--- src/rtl/seg_scan_ctrl.sv ---
// Time-multiplexed scan controller for a common-anode 7-segment display.
// Shadow contents swap only at frame boundaries; all outputs are registered.
module seg_scan_ctrl #(
  parameter int NUM_DIG   = 8,
  parameter int DIV       = 50000,
  parameter int BLANK_CYC = 16
) (
  input  logic               clk,
  input  logic               rst,
  input  logic               upd_valid,
  input  logic [31:0]        upd_data,
  input  logic [7:0]         upd_mask,
  output logic               upd_ready,
  output logic [3:0]         nibble,
  output logic [NUM_DIG-1:0] dig_sel,
  output logic               frame_done
);

  localparam int IDX_W   = (NUM_DIG > 1) ? $clog2(NUM_DIG) : 1;
  localparam int CNT_MAX = (DIV > BLANK_CYC) ? DIV : BLANK_CYC;
  localparam int CNT_W   = (CNT_MAX > 1) ? $clog2(CNT_MAX) : 1;

  localparam logic [IDX_W-1:0] LAST_IDX  = IDX_W'(NUM_DIG - 1);
  localparam logic [CNT_W-1:0] DRIVE_END = CNT_W'(DIV - 1);
  localparam logic [CNT_W-1:0] BLANK_END = CNT_W'(BLANK_CYC - 1);

  typedef enum logic {BLANK, DRIVE} state_t;
  typedef logic [NUM_DIG-1:0][3:0] digits_t;

  state_t             state, state_n;
  logic [IDX_W-1:0]   idx, idx_n;
  logic [CNT_W-1:0]   cnt, cnt_n;
  digits_t            shadow_data, shadow_data_n;
  digits_t            pend_data, pend_data_n;
  logic [NUM_DIG-1:0] shadow_mask, shadow_mask_n;
  logic [NUM_DIG-1:0] pend_mask, pend_mask_n;
  logic               pend, pend_n;
  logic               boundary;
  logic               xfer;
  logic [NUM_DIG-1:0] one_hot;
  logic [NUM_DIG-1:0] dig_sel_n;
  logic [3:0]         nibble_n;

  assign xfer = upd_valid & upd_ready;

  always_comb begin
    // NOTE: every signal gets a default before the case so no path infers a latch.
    state_n       = state;
    idx_n         = idx;
    cnt_n         = cnt + CNT_W'(1);
    boundary      = 1'b0;
    shadow_data_n = shadow_data;
    shadow_mask_n = shadow_mask;
    pend_data_n   = pend_data;
    pend_mask_n   = pend_mask;
    pend_n        = pend;

    case (state)
      BLANK: begin
        if (cnt == BLANK_END) begin
          cnt_n   = '0;
          state_n = DRIVE;
        end
      end
      DRIVE: begin
        if (cnt == DRIVE_END) begin
          cnt_n    = '0;
          state_n  = BLANK;
          boundary = (idx == LAST_IDX);
          idx_n    = boundary ? '0 : idx + IDX_W'(1);
        end
      end
      default: state_n = BLANK;
    endcase

    // Only an update captured before the boundary cycle is applied there.
    if (boundary && pend) begin
      shadow_data_n = pend_data;
      shadow_mask_n = pend_mask;
      pend_n        = 1'b0;
    end
    if (xfer) begin
      pend_data_n = upd_data[4*NUM_DIG-1:0];
      pend_mask_n = upd_mask[NUM_DIG-1:0];
      pend_n      = 1'b1;
    end

    // Outputs are derived from next-state values so the registers line up with state.
    one_hot   = NUM_DIG'(1) << idx_n;
    nibble_n  = shadow_data_n[idx_n];
    dig_sel_n = (state_n == DRIVE && shadow_mask_n[idx_n]) ? ~one_hot : '1;
  end

  always_ff @(posedge clk or negedge rst) begin
    if (!rst) begin
      state       <= BLANK;
      idx         <= '0;
      cnt         <= '0;
      // NOTE: shadow and pending storage is reset too, so a reset display shows a blank, known frame.
      shadow_data <= '0;
      shadow_mask <= '0;
      pend_data   <= '0;
      pend_mask   <= '0;
      pend        <= 1'b0;
      nibble      <= '0;
      dig_sel     <= '1;
      upd_ready   <= 1'b1;
      frame_done  <= 1'b0;
    end else begin
      // NOTE: state registers use non-blocking assignments so all of them update together.
      state       <= state_n;
      idx         <= idx_n;
      cnt         <= cnt_n;
      shadow_data <= shadow_data_n;
      shadow_mask <= shadow_mask_n;
      pend_data   <= pend_data_n;
      pend_mask   <= pend_mask_n;
      pend        <= pend_n;
      nibble      <= nibble_n;
      dig_sel     <= dig_sel_n;
      upd_ready   <= ~pend_n;
      frame_done  <= boundary;
    end
  end

endmodule

--- config.mk ---
export PLATFORM = sky130hd
export DESIGN_NAME = seg_scan_ctrl
export DESIGN_NICKNAME = d
export VERILOG_FILES = /design/src/rtl/seg_scan_ctrl.sv
export SDC_FILE = /design/constraint.sdc
export NUM_CORES = 1
export LEC_CHECK = 0
export ABC_AREA = 1
export CAP_MARGIN = 20
export CORE_MARGIN = 1.5
export CORE_UTILIZATION = 51
export CTS_CLUSTER_DIAMETER = 100
export DETAILED_ROUTE_END_ITERATION = 10
export PLACE_DENSITY_LB_ADDON = 0.25
export SYNTH_ARGS = -nofsm -noshare
export SYNTH_HDL_FRONTEND = slang
export SYNTH_SLANG_ARGS = --single-unit
--- constraint.sdc ---
create_clock -name clk -period 1.9 [get_ports clk]
set_input_delay 0.38 -clock clk [delete_from_list [all_inputs] [get_ports clk]]
set_output_delay 0.38 -clock clk [all_outputs]
set_load 0.03 [all_outputs]
# Word-level counts from Yosys, hierarchy flattened
# Index checks and enable logic that the tools add are counted.
# Widths: inputs -> output; s select.
# word_totals
ff_bits	115
latchBits	0
mem_bits_rw	0
mem_bits_ro	0
in_bits	43
word_cells	59
memories	0
# classes
addsub	2
mul	0
div_mod_pow	0
magnitude_cmp	1
n_eq_ne	3
shift	1
mux	20
bitwise_logic	4
n_reduce_logical	2
# ops
op	n
$mux 16	2
$mux 32	1
$pmux 16 s2	1
$add 16x1->16 const B	1
$eq 16x16->1 const B	1
$eq 16x4->1 const B	1
$mux 8	2
$bmux 4 s3	1
$mux 3	3
$not 8->8	1
$shl 1x3->8 const A	1
$mux 1	7
$lt 3x4->1 const B	1
$mux 4	1
$add 3x1->3 const B	1
$bmux 1 s3	1
$eq 3x3->1 const B	1
$logic_and 1x1->1	2
$not 1->1	2
$pmux 1 s2	1
$and 1x1->1	1

# Logic depth before layout (Yosys ltp)
# Gate-level depths: netlist of the first run.
# logic_depth
word_depth	9
depth_mapped	14
mapped_depth_nobuf	13

# Least setup slack after synthesis of the first run
# OpenSTA, ideal clock, no wires.
# synth_timing
kind	flip-flop to flip-flop
start	register idx[0]
end	register nibble[3]
setup_ns	0.071
t_arrival_ns	1.814
required_ns	1.829
path_slack_ns	0.015
stages_incl_launch_ff	13
n_path_buf	2
cell_sequence	dfrtp_1 ha_1 ha_1 nand2_1 inv_1 nand4_4 buf_6 buf_6 nand2_1 and2_1 o21ai_0 nor2_1 nor2_1
# synth_between
elab_chain_len	7
elab_cells_between_ends	11
# synth_lines
item	line_no	source
from (decl)	31	logic [IDX_W-1:0] idx, idx_n;
from (signal assigned)	112	idx <= idx_n;
parallel branches: the longest is 5 deep, another holds $add 3x1->3	--	
$bmux 4 s3 (*)	90	nibble_n = shadow_data_n[idx_n];
$mux 4 (implied by the code) (*)	90	
named net nibble_n[3]	42	logic [3:0] nibble_n;
to (signal assigned)	119	nibble <= nibble_n;
to (decl)	14	output logic [3:0] nibble,
# Mark *: on every way through the listed nets, which the timed path passes. The select of a mux whose other input is x is not followed.
# A chain may end at the register's enable or synchronous reset.

# Final worst setup path of the first run
# layout_timing
start	register cnt[0]
end	register nibble[1]
# layout_between
elab_chain_len	7
elab_cells_between_ends	9
# layout_lines
item	line_no	source
from (decl)	32	logic [CNT_W-1:0] cnt, cnt_n;
from (signal assigned)	113	cnt <= cnt_n;
$eq 16x16->1 (*)	66	if (cnt == DRIVE_END) begin
$mux 1	66	
$mux 1	58	case (state)
$logic_and 1x1->1	77	if (boundary && pend) begin
$mux 32	77	
$bmux 4 s3 (*)	90	
$mux 4 (implied by the code) (*)	90	
named net nibble_n[1]	42	
# The timed path passes the listed nets; every way through them passes the cells marked *. The select of a mux whose other input is x is not followed.

==> out/results.tsv, run 1 <==
metric	value	unit
synthArstFlopShare	100	%
finClkSkew	0.00734	ns
drc	0	
cp-end-kind	register	
gp_congestion	0.934	
avgSynthCellArea	9.48	µm²
fillers	552	
cp.arrival	2.83	ns
wl	16000	µm
io_pins	57	
worst_slack	-0.502	ns
power.density	816	nW/µm²
via_count	4706	
die_w	104	µm
synth_area_leaders	dfrtp_1 51%, nand2_1 9.1%, mux2_2 5.0%	
cts_tree	yes	
cts_max_path_buffers	2	
nets	745	
diodes	0	
slew_headroom	70.8	%
reg2reg_to	nibble[1]	
syn2layout_area_growth	49.3	%
grt_remaining_overflow	0	
hold_path.class	input port to asynchronous set/reset pin	
crit_required	2.33	ns
synthesis.nets	596	
total_power	0.00635	W
fin_util	79.0	%
r2r_slack	-0.50	ns
initial_utilization	52.9	%
grt_usage	28.6	%
antenna_found_initial	0	
drt_first_pass_iters	7	
clock_latency	0.52	ns
tightest_slew	0.438	ns
maxCapViolCount	0	
h-tree-depth	4	
yosysMostFrequentCell	nand2_1	
cts.sinks	115	
rows	36	
status	finished with violations	
min_period	2.40	ns
layout-drive-gt1-share	37.5	%
yosysSeqAreaShare	55.4	%
synth_top_area_cell	dfrtp_1	
port_buffers	56	
grt_max_degree	47	
die_y	104	µm
peakVddDrop	766	µV
cp-start-kind	register	
clkTransAtPathRegs	0.06	ns
drv_slew	0	
finalSetupViolCount	22	
r2r-start	cnt[0]	
fin_setup_tns	-5.61	ns
drt_iter0_drc	390	
dp_hpwl	8050	µm
max_freq	416	MHz
syn_area	5220	µm²
ant_nets	0	
cts_root_buf	clkbuf_8	
rsz0062_at_grt	true	
hold_slack	0.347	ns
design.die.area	10800	µm²
synth_edf_count	0	
critical_path_class	register to register	
coreArea	9860	µm²
cts_made_buffers	17	
crit_start	cnt[0]	
synth_commonest_cells	127 x nand2_1, 106 x dfrtp_1, 60 x inv_1	
power_leakage	4.04	nW
yosysWarningCount	0	
ys_types	37	
finalHoldViolations	0	
ys_ff_latch	115	
dominantRegCellSynth	dfrtp_1	
first_global_vias	4751	
worstPathMaxFanout	3	
synthDominantCellAreaShare	50.9	%
avgRoutedWirePerCell	19.0	µm
grt_pass1_wl	24100	µm
violations	negative setup slack	
routed_via_density	5.57	
placed_area	6300	µm²
postSynthCellCount	550	
period_share	126	%
worst_r2r_path_depth	12	
stdcell_area	7790	µm²
[worst max-delay path: stages (launching register included)]
cell     delay, ns
dfrtp_1       0.42
ha_4          0.18
nand3_4       0.10
nor2_4        0.21
buf_4         0.15
buf_6         0.09
nand4_1       0.25
nand2_4       0.20
nand2_2       0.07
buf_4         0.15
o21ai_0       0.22
nor2_1        0.11
nor2_1        0.15
[flip-flops by register name, indices dropped and copies added (netlist names), 3 cells and up]
register / cells
cnt: 16
dig_sel: 8
idx: 3
nibble: 4
pend_data: 32
pend_mask: 8
shadow_data: 32
shadow_mask: 8
[worst max path at each step]
stage	endpoint	slack [ns]	depth (start not counted)
5_1_grt	nibble[2]	-0.52	12
6_report	nibble[1]	-0.50	12
3_3_place_gp	nibble[3]	-0.07	11
3_5_place_dp	dig_sel[4]	-0.18	11
2_1_floorplan	nibble[3]	0.02	12
4_1_cts	dig_sel[2]	-0.15	13
[repair_timing]
action                                  in CTS  in global routing
resized for setup                           78                 39
hold buffers                                 1                  0
gates cloned                                 5                  0
buffers inserted                            20                 15
endpoints found under the hold margin       25                  0
pin swaps                                   36                 42
endpoints found under the setup margin      25                 29
[through the flow]
| step | cells | setup slack (ns) |
|---|---|---|
| after floorplan | 550 | 0.0152 |
| after global placement | 773 | -0.0686 |
| after detailed placement | 773 | -0.176 |
| after CTS | 831 | -0.154 |
| after global routing | 845 | -0.515 |
| final | 845 | -0.502 |
[layout make-up]
cell class	count	area [µm²]	share of cell area, %
Clock buffer	19	442	5.67
Timing Repair Buffer	148	1490	19.1
Tap cell	133	166	2.14
Multi-Input combinational cell	349	2280	29.3
Inverter	68	269	3.45
Clock inverter	13	254	3.26
Sequential cell	115	2890	37.1
[layer usage]
layer	global-route usage (%)	part of all wire [%]	wire, µm
met3	6.64	6.3	1010
met1	35.1	39	6190
met4	12.7	4.9	784
met2	48.1	50	8050
met5	0	0	0
[report_power, final]
group	switching [W]	internal, W
Combinational	0.0000602	0.0000855
Clock	0.00116	0.00260
Sequential	0	0.00245
Total	0.00122	0.00513
[logic make-up (layout without fill, tap and decap cells)]
logic type,Yosys count,in the layout,synth area share [%]
simple gates,266,266,24.6
xor+xnor,3,3,0.504
buf+inv,86,248,7.29
mux,23,23,4.97
flops,115,115,55.4
fa+ha+maj,3,3,0.720
compound gates,54,54,6.55
[cell usage in the layout (no fill, tap or decap), types with 5 or more instances in the layout]
master	instances
clkbuf_16	16
nand2_1	101
o21ai_2	11
inv_1	57
clkdlybuf4s50_1	42
o21ai_4	6
bufinv_16	7
nor3_1	5
o21ai_0	8
inv_2	5
dfrtp_1	106
nand2_4	18
nor2_1	42
nor2_2	9
nor2_4	8
nand3_2	6
a21oi_1	23
buf_12	9
dlygate4sd2_1	11
nand4_1	25
nand3_1	7
dfstp_2	9
mux2_2	23
nand2_2	28
buf_4	71
buf_6	6
inv_4	5
No activity file was read; power rests on OpenSTA's default activity.
==> run 2, diff against run 1 <==
--- a/config.mk
+++ b/config.mk
@@ -5,7 +5,6 @@
 export SDC_FILE = /design/constraint.sdc
 export NUM_CORES = 1
 export LEC_CHECK = 0
-export ABC_AREA = 1
 export CAP_MARGIN = 20
 export CORE_MARGIN = 1.5
 export CORE_UTILIZATION = 51
==> run 2 against run 1 <==
Compared with the run above: the run still ends with negative setup slack left; routed wire length shrank 19%; die area down 2.3%; register-to-register slack improved by 0.15 ns; worst setup slack better by 0.15 ns; fmax is 6.4% higher; synthesized cell count is 25% lower; sequential cell count stayed put; sequential power about the same; area after synthesis shrank 2.4%; critical path depth down 4; highest routed layer unchanged.
==> out/results.tsv, run 2 <==
metric	value	unit	change
wl	13000	µm	-19%
io_pins	57		unchanged
syn_area	5090	µm²	-2.4%
initial_utilization	52.3	%	-0.55 points
antenna_found_initial	0		unchanged
drt_first_pass_iters	6		-1
cts_max_path_buffers	2		unchanged
max_stage_delay	0.40	ns	-0.02 ns
cp.arrival	2.63	ns	-0.20 ns
layout-drive-gt1-share	41.9	%	+4.4 points
synthArstFlopShare	100	%	unchanged
synth_top_family_by_area	multiplexers		
maxCapViolCount	0		unchanged
ys_types	47		+27%
ys_ff_latch	115		unchanged
hold_slack	0.280	ns	-0.0671 ns
yosys.area_share.simple	11.3	%	-13 points
syn2layout_area_growth	45.2	%	
mostFrequentLayoutCells	106 x dfrtp_1, 83 x buf_4, 42 x mux2_2, 41 x clkdlybuf4s50_1, 30 x nand2_1		
synth_xor_area_share	2.41	%	+1.9 points
status	finished with violations		
rsz0062_at_grt	true		
drt_iter0_drc	214		-45%
min_period	2.26	ns	-0.145 ns
hold_path.class	input port to asynchronous set/reset pin		
power_leakage	3.59	nW	-11%
ant_nets	0		unchanged
critical_path_class	register to register		
dominantRegCellSynth	dfrtp_1		
yosysMostFrequentCell	dfrtp_1		
postSynthCellCount	413		-25%
routed_via_density	5.66		+1.7%
drc	0		unchanged
avgSynthCellArea	12.3	µm²	+30%
placed_area	6400	µm²	+1.7%
synth_top_area_cell	dfrtp_1		
h-tree-depth	4		unchanged
slew_headroom	72.7	%	+1.9 points
clkTransAtPathRegs	0.06	ns	about the same
dp_hpwl	7960	µm	-1.0%
via_count	4027		-14%
total_power	0.00576	W	-9.3%
synth-compound-area-share	11.1	%	+4.6 points
synth_mux_area_share	14.5	%	+9.6 points
top_regs	pend_data (32), shadow_data (32), cnt (16)		
synth_fa_ha_area_share	0.737	%	+0.018 points
port_buffers	56		unchanged
worstPathCellList	nor4_4, and3_4, and3_4, buf_6, buf_6, mux2_4, a211oi_2, a22oi_1		
finalHoldViolations	0		unchanged
diodes	0		unchanged
cts.sinks	115		unchanged
r2r_slack	-0.36	ns	+0.15 ns
synth_area_leaders	dfrtp_1 52%, mux2_2 10%, dfstp_2 4.6%		
die_w	103	µm	-1.2%
power.density	779	nW/µm²	-4.5%
grt_pass1_wl	20200	µm	-16%
cp-end-kind	register		
worstPathMaxFanout	3		unchanged
gp_congestion	0.881		-5.7%
avgRoutedWirePerCell	18.3	µm	-3.6%
reg2reg_to	nibble[2]		
first_global_vias	4149		-13%
worst_slack	-0.356	ns	+0.145 ns
layout_commonest_cell	dfrtp_1		
synthDominantCellAreaShare	52.1	%	+1.2 points
cts_made_buffers	17		unchanged
die_y	103	µm	-1.2%
violations	negative setup slack		
rows	36		unchanged
cts_root_buf	clkbuf_8		
stdcell_area	7390	µm²	-5.1%
nets	611		-18%
grt_remaining_overflow	0		unchanged
synth_edf_count	0		unchanged
tightest_slew	0.406	ns	-0.0318 ns
clock_latency	0.51	ns	about the same
finClkSkew	0.00830	ns	+0.000958 ns
design.die.area	10600	µm²	-2.3%
finalSetupViolCount	14		-36%
drv_slew	0		unchanged
fin_setup_tns	-3.67	ns	+1.94 ns
yosysWarningCount	0		unchanged
max_freq	443	MHz	+6.4%
synth_commonest_cells	106 x dfrtp_1, 47 x mux2_2, 31 x nand2_1		
worst_r2r_path_depth	8		-4
peakVddDrop	492	µV	-36%
cts_tree	yes		
yosysSeqAreaShare	56.7	%	+1.4 points
cp-start-kind	register		
slowest_stage	dfrtp_1		
period_share	119	%	-7.6 points
synthesis.nets	459		-23%
grt_max_degree	55		+17%
coreArea	9730	µm²	-1.4%
grt_usage	25.8	%	-2.8 points
crit_required	2.27	ns	-0.06 ns
r2r-start	cnt[7]		
-- run 2: changes by cell type in the layout (fill, tap and decap cells not counted), moves of 12 or more --
cell     delta
nand2_2    -27
buf_4      +12
a22oi_1    +15
nand2_1    -71
nand2_4    -18
a21oi_1    -20
mux2_4     +16
inv_1      -49
nor2_1     -28
mux2_2     +19
-- run 2: where the power goes --
part / switching (W) / total [W] / internal (W)
clock: 0.00107 / 0.00316 / 0.00209
combinational: 0.0000587 / 0.000143 / 0.0000846
sequential: 0 / 0.00245 / 0.00245
-- run 2: worst max-delay path by stage --
| stage | startpoint | endpoint | slack, ns | cells after the start |
|---|---|---|---|---|
| after CTS | cnt[13] | dig_sel[6] | -0.33 | 7 |
| after floorplan | cnt[0] | nibble[3] | -0.36 | 11 |
| final | cnt[7] | nibble[2] | -0.36 | 8 |
| after global routing | cnt[7] | nibble[2] | -0.44 | 8 |
| after global placement | cnt[7] | nibble[3] | -0.33 | 7 |
| after detailed placement | cnt[7] | nibble[3] | -0.40 | 7 |
-- run 2: layer usage --
metal	track usage, %	wire (µm)
met1	31.9	5540
met3	6.44	643
met4	10.7	257
met5	0	0
met2	43.4	6570
-- run 2: kinds of logic (layout without fill, tap and decap cells) --
group | Yosys count | after routing
DFF | 115 | 115
adders and majority gates | 3 | 3
buffers and inverters | 31 | 195
muxes | 62 | 62
and+or+nand+nor | 109 | 110
xor gates and xnor gates | 14 | 14
AOI/OAI and AO/OA | 79 | 79
-- run 2: layout make-up --
type,count,area [µm²]
Tap cell,133,166
Clock buffer,22,463
Fill cell,626,2340
Inverter,9,33.8
Clock inverter,10,131
Timing Repair Buffer,154,1410
Sequential cell,115,2890
Multi-Input combinational cell,268,2300
-- run 2: what timing repair did --
action	in CTS	in global routing
pin swaps	12	10
setup buffers	12	6
endpoints found under the setup margin	42	56
hold endpoints to repair	14	0
resized for setup	39	52
hold buffers	1	0
cloned	1	0
-- run 2: metrics by stage --
step / worst slack [ns] / util [%] / instances
after global routing: -0.441 / 76.0 / 711
after CTS: -0.331 / 73.9 / 705
after floorplan: -0.359 / - / 413
after global placement: -0.330 / 65.8 / 659
after detailed placement: -0.401 / 65.8 / 659
final: -0.356 / 76.0 / 711
-- run 2: critical path, delay by kind of cell, from the launching register on --
| kind | cells | cell delay (ns) |
|---|---|---|
| muxes | 1 | 0.31 |
| AOI/OAI and AO/OA | 2 | 0.37 |
| and+or+nand+nor | 3 | 0.80 |
| buffers and inverters | 2 | 0.24 |
| DFF | 1 | 0.40 |
